**config.mk**
```make
export PLATFORM = sky130hd
export DESIGN_NAME = i2c_slave_regfile
export DESIGN_NICKNAME = d
export VERILOG_FILES = /design/src/rtl/i2c_slave_regfile.sv
export SDC_FILE = /design/constraint.sdc
export NUM_CORES = 1
export LEC_CHECK = 0
export BUFFER_PORTS_ARGS = -buffer_cell sky130_fd_sc_hd__buf_2
export CAP_MARGIN = 20
export CORE_MARGIN = 5
export CORE_UTILIZATION = 40
export CTS_BUF_LIST = sky130_fd_sc_hd__clkbuf_16
export CTS_CLUSTER_SIZE = 24
export DETAILED_ROUTE_END_ITERATION = 10
export PLACE_DENSITY_LB_ADDON = 0.15
export REMOVE_ABC_BUFFERS = 1
export SYNTH_ARGS = -nofsm -noshare
export SYNTH_HDL_FRONTEND = slang
export SYNTH_SLANG_ARGS = --single-unit
```
**constraint.sdc**
```tcl
create_clock -name clock -period 3.9 [get_ports clock]
set_clock_uncertainty 0.1 [all_clocks]
set_input_delay 0.195 -clock clock [delete_from_list [all_inputs] [get_ports clock]]
set_output_delay 0.195 -clock clock [all_outputs]
set_load 0.05 [all_outputs]
```
**src/rtl/i2c_slave_regfile.sv**
```systemverilog
// i2c_slave_regfile: I2C target exposing a NUM_REGS x 8-bit register file with burst read/write and pointer auto-increment
module i2c_slave_regfile #(
  parameter logic [6:0] I2C_ADR  = 7'h30,
  parameter int         NUM_REGS = 16,
  parameter int         PTR_W    = 8,
  parameter logic [7:0] RST_VAL  = 8'h00
) (
  input  logic                  clock,
  input  logic                  reset_n,
  input  logic                  SDA_i,
  input  logic                  SCL_i,
  output logic                  SDA_t,
  output logic [NUM_REGS*8-1:0] regs_o,
  output logic                  wr_strobe,
  output logic [PTR_W-1:0]      wr_index,
  output logic                  busy
);
  localparam int IW = (NUM_REGS > 1) ? $clog2(NUM_REGS) : 1;
  localparam logic [PTR_W:0] NR = (PTR_W+1)'(NUM_REGS);
  localparam logic [3:0] IDLE    = 4'd0;
  localparam logic [3:0] DEV     = 4'd1;
  localparam logic [3:0] DEV_ACK = 4'd2;
  localparam logic [3:0] PTR     = 4'd3;
  localparam logic [3:0] PTR_ACK = 4'd4;
  localparam logic [3:0] WR      = 4'd5;
  localparam logic [3:0] WR_ACK  = 4'd6;
  localparam logic [3:0] RD      = 4'd7;
  localparam logic [3:0] RD_ACK  = 4'd8;
  localparam logic [3:0] IGNORE  = 4'd9;
  // [0],[1] synchroniser, [2] history for edge detection
  logic [2:0]       sda_q, sda_d, scl_q, scl_d;
  logic [3:0]       state_q, state_d, cnt_q, cnt_d;
  logic [7:0]       sr_q, sr_d;
  logic [PTR_W-1:0] ptr_q, ptr_d, wr_index_q, wr_index_d;
  logic             rw_q, rw_d, ack_q, ack_d, sda_t_q, sda_t_d;
  logic             busy_q, busy_d, wr_strobe_q, wr_strobe_d;
  logic [7:0]       regs_q [NUM_REGS];
  logic [7:0]       regs_d [NUM_REGS];
  logic             scl_rise, scl_fall, start_ev, stop_ev, in_rng;
  logic [7:0]       byte_in, rd_byte, rd_bits;
  logic [PTR_W-1:0] ptr_inc;
  assign scl_rise = scl_q[1] & ~scl_q[2];
  assign scl_fall = ~scl_q[1] & scl_q[2];
  assign start_ev = scl_q[1] & scl_q[2] & ~sda_q[1] & sda_q[2];
  assign stop_ev  = scl_q[1] & scl_q[2] & sda_q[1] & ~sda_q[2];
  assign byte_in  = {sr_q[6:0], sda_q[1]};
  assign in_rng   = {1'b0, ptr_q} < NR;
  assign ptr_inc  = ({1'b0, ptr_q} >= NR - 1'b1) ? '0 : ptr_q + 1'b1;
  assign rd_byte  = in_rng ? regs_q[ptr_q[IW-1:0]] : 8'hFF;
  // a fresh read byte is fetched when no bits of it have been shifted out yet
  assign rd_bits  = (cnt_q == 4'd0) ? rd_byte : sr_q;
  always_comb begin
    sda_d       = {sda_q[1:0], SDA_i};
    scl_d       = {scl_q[1:0], SCL_i};
    state_d     = state_q;
    cnt_d       = cnt_q;
    sr_d        = sr_q;
    ptr_d       = ptr_q;
    rw_d        = rw_q;
    ack_d       = ack_q;
    sda_t_d     = sda_t_q;
    busy_d      = busy_q;
    wr_strobe_d = 1'b0;
    wr_index_d  = wr_index_q;
    regs_d      = regs_q;
    if (start_ev) begin
      state_d = DEV;
      cnt_d   = '0;
      sda_t_d = 1'b1;
    end else if (stop_ev) begin
      state_d = IDLE;
      sda_t_d = 1'b1;
      busy_d  = 1'b0;
    end else begin
      case (state_q)
        DEV: if (scl_rise) begin
          sr_d  = byte_in;
          cnt_d = cnt_q + 4'd1;
          if (cnt_q == 4'd7) begin
            cnt_d = '0;
            ack_d = 1'b0;
            if (sr_q[6:0] == I2C_ADR) begin
              rw_d    = sda_q[1];
              busy_d  = 1'b1;
              state_d = DEV_ACK;
            end else state_d = IGNORE;
          end
        end
        PTR, WR: if (scl_rise) begin
          sr_d  = byte_in;
          cnt_d = cnt_q + 4'd1;
          if (cnt_q == 4'd7) begin
            cnt_d = '0;
            ack_d = 1'b0;
            if (state_q == PTR) begin
              ptr_d   = PTR_W'(byte_in);
              state_d = PTR_ACK;
            end else begin
              if (in_rng) begin
                regs_d[ptr_q[IW-1:0]] = byte_in;
                wr_strobe_d = 1'b1;
                wr_index_d  = ptr_q;
              end
              ptr_d   = ptr_inc;
              state_d = WR_ACK;
            end
          end
        end
        DEV_ACK, PTR_ACK, WR_ACK: if (scl_fall) begin
          if (!ack_q) begin
            sda_t_d = 1'b0;
            ack_d   = 1'b1;
          end else begin
            sda_t_d = 1'b1;
            cnt_d   = '0;
            state_d = (state_q == DEV_ACK) ? (rw_q ? RD : PTR) : WR;
            if (state_q == DEV_ACK && rw_q) begin
              sda_t_d = rd_bits[7];
              sr_d    = {rd_bits[6:0], 1'b1};
              cnt_d   = 4'd1;
            end
          end
        end
        RD: if (scl_fall) begin
          if (cnt_q == 4'd8) begin
            sda_t_d = 1'b1;
            state_d = RD_ACK;
          end else begin
            sda_t_d = rd_bits[7];
            sr_d    = {rd_bits[6:0], 1'b1};
            cnt_d   = cnt_q + 4'd1;
          end
        end
        RD_ACK: if (scl_rise) begin
          if (!sda_q[1]) begin
            ptr_d   = ptr_inc;
            cnt_d   = '0;
            state_d = RD;
          end else state_d = IGNORE;
        end
        default: ;
      endcase
    end
  end
  always_ff @(posedge clock) begin
    if (!reset_n) begin
      sda_q       <= 3'b111;
      scl_q       <= 3'b111;
      state_q     <= IDLE;
      cnt_q       <= '0;
      sr_q        <= '0;
      ptr_q       <= '0;
      rw_q        <= 1'b0;
      ack_q       <= 1'b0;
      sda_t_q     <= 1'b1;
      busy_q      <= 1'b0;
      wr_strobe_q <= 1'b0;
      wr_index_q  <= '0;
      regs_q      <= '{default: RST_VAL};
    end else begin
      sda_q       <= sda_d;
      scl_q       <= scl_d;
      state_q     <= state_d;
      cnt_q       <= cnt_d;
      sr_q        <= sr_d;
      ptr_q       <= ptr_d;
      rw_q        <= rw_d;
      ack_q       <= ack_d;
      sda_t_q     <= sda_t_d;
      busy_q      <= busy_d;
      wr_strobe_q <= wr_strobe_d;
      wr_index_q  <= wr_index_d;
      regs_q      <= regs_d;
    end
  end
  for (genvar i = 0; i < NUM_REGS; i++) assign regs_o[8*i +: 8] = regs_q[i];
  assign SDA_t     = sda_t_q;
  assign busy      = busy_q;
  assign wr_strobe = wr_strobe_q;
  assign wr_index  = wr_index_q;
endmodule

```
==> results_dict.tcl <==
set metrics [dict create \
    run_status "complete, no violations" \
    critPathMaxFanout 16 \
    clock_sinks 171 \
    required_ns 4.09 \
    yosysWarnings 0 \
    peakVddDrop_uv 283 \
    final_common_cell "dfxtp_1" \
    synth_cell_types 68 \
    arrival_ns 2.95 \
    die_h_um 151 \
    worst_pin_slew_ns 0.911 \
    max_stage_delay_ns 0.64 \
    grt_usage 0.216 \
    cts_hold_buf 2 \
    grt_pass1_vias 6532 \
    cp-start-kind "register" \
    setup_slack_ns 1.14 \
    clk_pin_slew_worst_paths_ns 0.07 \
    synth-seq-cells 171 \
    avgViaCountPerCell 5.65 \
    p_total_mw 3.68 \
    antenna_cells 0 \
    synth_top_area_frac 0.431 \
    routed_wl_mm 24.4 \
    num_vias 6822 \
    port_buffers 142 \
    final_util 0.479 \
    die_width_um 151 \
    slew_headroom 0.393 \
    core_mm2 0.0195 \
    synthCells 825 \
    syn-cell-area_mm2 0.00794 \
    h-tree-depth 4 \
    cts_tree "built" \
    syn_to_final_growth_pct 17.9 \
    synthFlopType "dfxtp_1" \
    start_util 0.407 \
    hp-class "in -> reg" \
    final-max-slew-violation-count 0 \
    critPathBufInv 1 \
    rsz0062_at_grt "no" \
    hpwl_mm 16.8 \
    power_leakage_nw 3.65 \
    grt_pass1_wl_mm 38.0 \
    worstSetupPathType "reg -> reg" \
    cp_slowest_cell "a2111oi_0" \
    synth-seq-area-share 0.431 \
    cts_buffers 17 \
    synth.area.top_cells "dfxtp_1 (43%), nand3_1 (8.7%), o21ai_1 (5.2%), mux4_2 (5.1%), nand4_4 (4.3%)" \
    first_pass_iters 5 \
    drive_gt1_frac 0.273 \
    power.density_mw_per_mm2 393 \
    cts_resized 0 \
    remaining_drc_errors 0 \
    drt_iter0_markers 427 \
    avgSynthCellArea_um2 9.62 \
    fmax_mhz 363 \
    path_cells "buf_4 -> mux4_2 -> a22oi_1 -> nand2_1 -> a2111oi_0 -> o21ai_0" \
    final_hold_viol_count 0 \
    gp_congestion 0.860 \
    preCtsSetupSlack_ns 1.19 \
    ant_nets 0 \
    critical_path.top_delay_family "compound AO/OA/AOI/OAI gates" \
    most-common-layout-cells "dfxtp_1 (170), buf_2 (141), nand3_1 (138)" \
    grt_max_degree 110 \
    io_pins 143 \
    fp.dieArea_mm2 0.0228 \
    fin_crit_sh 0.707 \
    min_period_ns 2.76 \
    post-cts-setup-buffers 0 \
    clk_latency_ns 0.43 \
    async_flop_share 0 \
    gr-total-overflow 0 \
    rows 51 \
    timing.hold.ws_ns 0.186 \
    final_nets 939 \
    antenna_found_initial 0 \
    cts_max_path_buffers 2 \
    setup_viol 0 \
    root_buffer "clkbuf_16" \
    fin_setup_tns_ns 0 \
    maxCapViolations 0 \
    drt-wirelength-per-cell_um 20.2 \
    yosys.area.top_type "dfxtp_1" \
    worst_setup_path_end_kind "register" \
    synth_edf_count 0 \
]
==> cell type report <==
type                    count  area (µm²)
well taps                 265         332
flip-flops and latches    171        3420
clock inverters            15         209
multi-input cells         571        4070
clock buffers              17         425
fillers                  1918       10200
repair buffers            159         871
inverters                   9        33.8
==> synthesized netlist by cell type, drive strengths merged (13+ instances only) <==
cell type    n
mux4        18
nand4       18
nor2        18
nand3      146
clkbuf      32
o21ai      146
a21oi       13
mux2i       29
nand2       37
dfxtp      171
buf         42
==> path summary, 6_finish.rpt <==
check	from	to	slack, ns	depth (start not counted)
setup / recovery	ptr_q[0]	SDA_t	1.14	6
hold / removal	reset_n	scl_q[2]	0.19	2
setup reg to reg	ptr_q[0]	SDA_t	1.14	6
hold reg to reg	sda_q[0]	sda_q[1]	0.31	1
==> cell families (layout without fill, tap and decap cells) <==
family / Yosys count / in the layout / synth area share
AO/OA/AOI/OAI: 234 / 234 / 0.186
buffers and inverters: 83 / 200 / 0.0583
AND/OR/NAND/NOR: 282 / 282 / 0.226
flip-flops: 171 / 171 / 0.431
XOR/XNOR: 2 / 2 / 0.00221
adder cells (fa/ha/maj): 6 / 6 / 0.00945
multiplexers: 47 / 47 / 0.0876
==> stage by stage <==
| step | area [µm²] | cells |
|---|---|---|
| finish | 9360 | 1207 |
| CTS | 9360 | 1207 |
| detailed placement | 8710 | 1173 |
| global route | 9360 | 1207 |
| global placement | 8710 | 1173 |
| floorplan | 7510 | 751 |
==> state kept, by name, indices dropped and copies added, names as in the netlist <==
signal     cells
rw_q           1
wr_index       8
sda_q          3
ptr_q          8
sr_q           8
state_q        4
busy           1
cnt_q          4
wr_strobe      1
ack_q          1
regs_o       128
SDA_t          1
scl_q          3
==> metal layers <==
metal / share of wire / vias to the layer above / GRT usage
met5: 0 / - / 0
met4: 0.012 / 0 / 0.0535
met3: 0.048 / 18 / 0.0446
met2: 0.49 / 185 / 0.354
met1: 0.45 / 3309 / 0.293
li1: - / 3310 / -
==> power by group <==
group	total (mW)	switching, mW	internal [mW]
clock network	1.84	0.756	1.09
logic	0.0801	0.0592	0.0209
registers	1.75	0.00509	1.75
total	3.68	0.821	2.86
(Power assumes the default switching activity.)
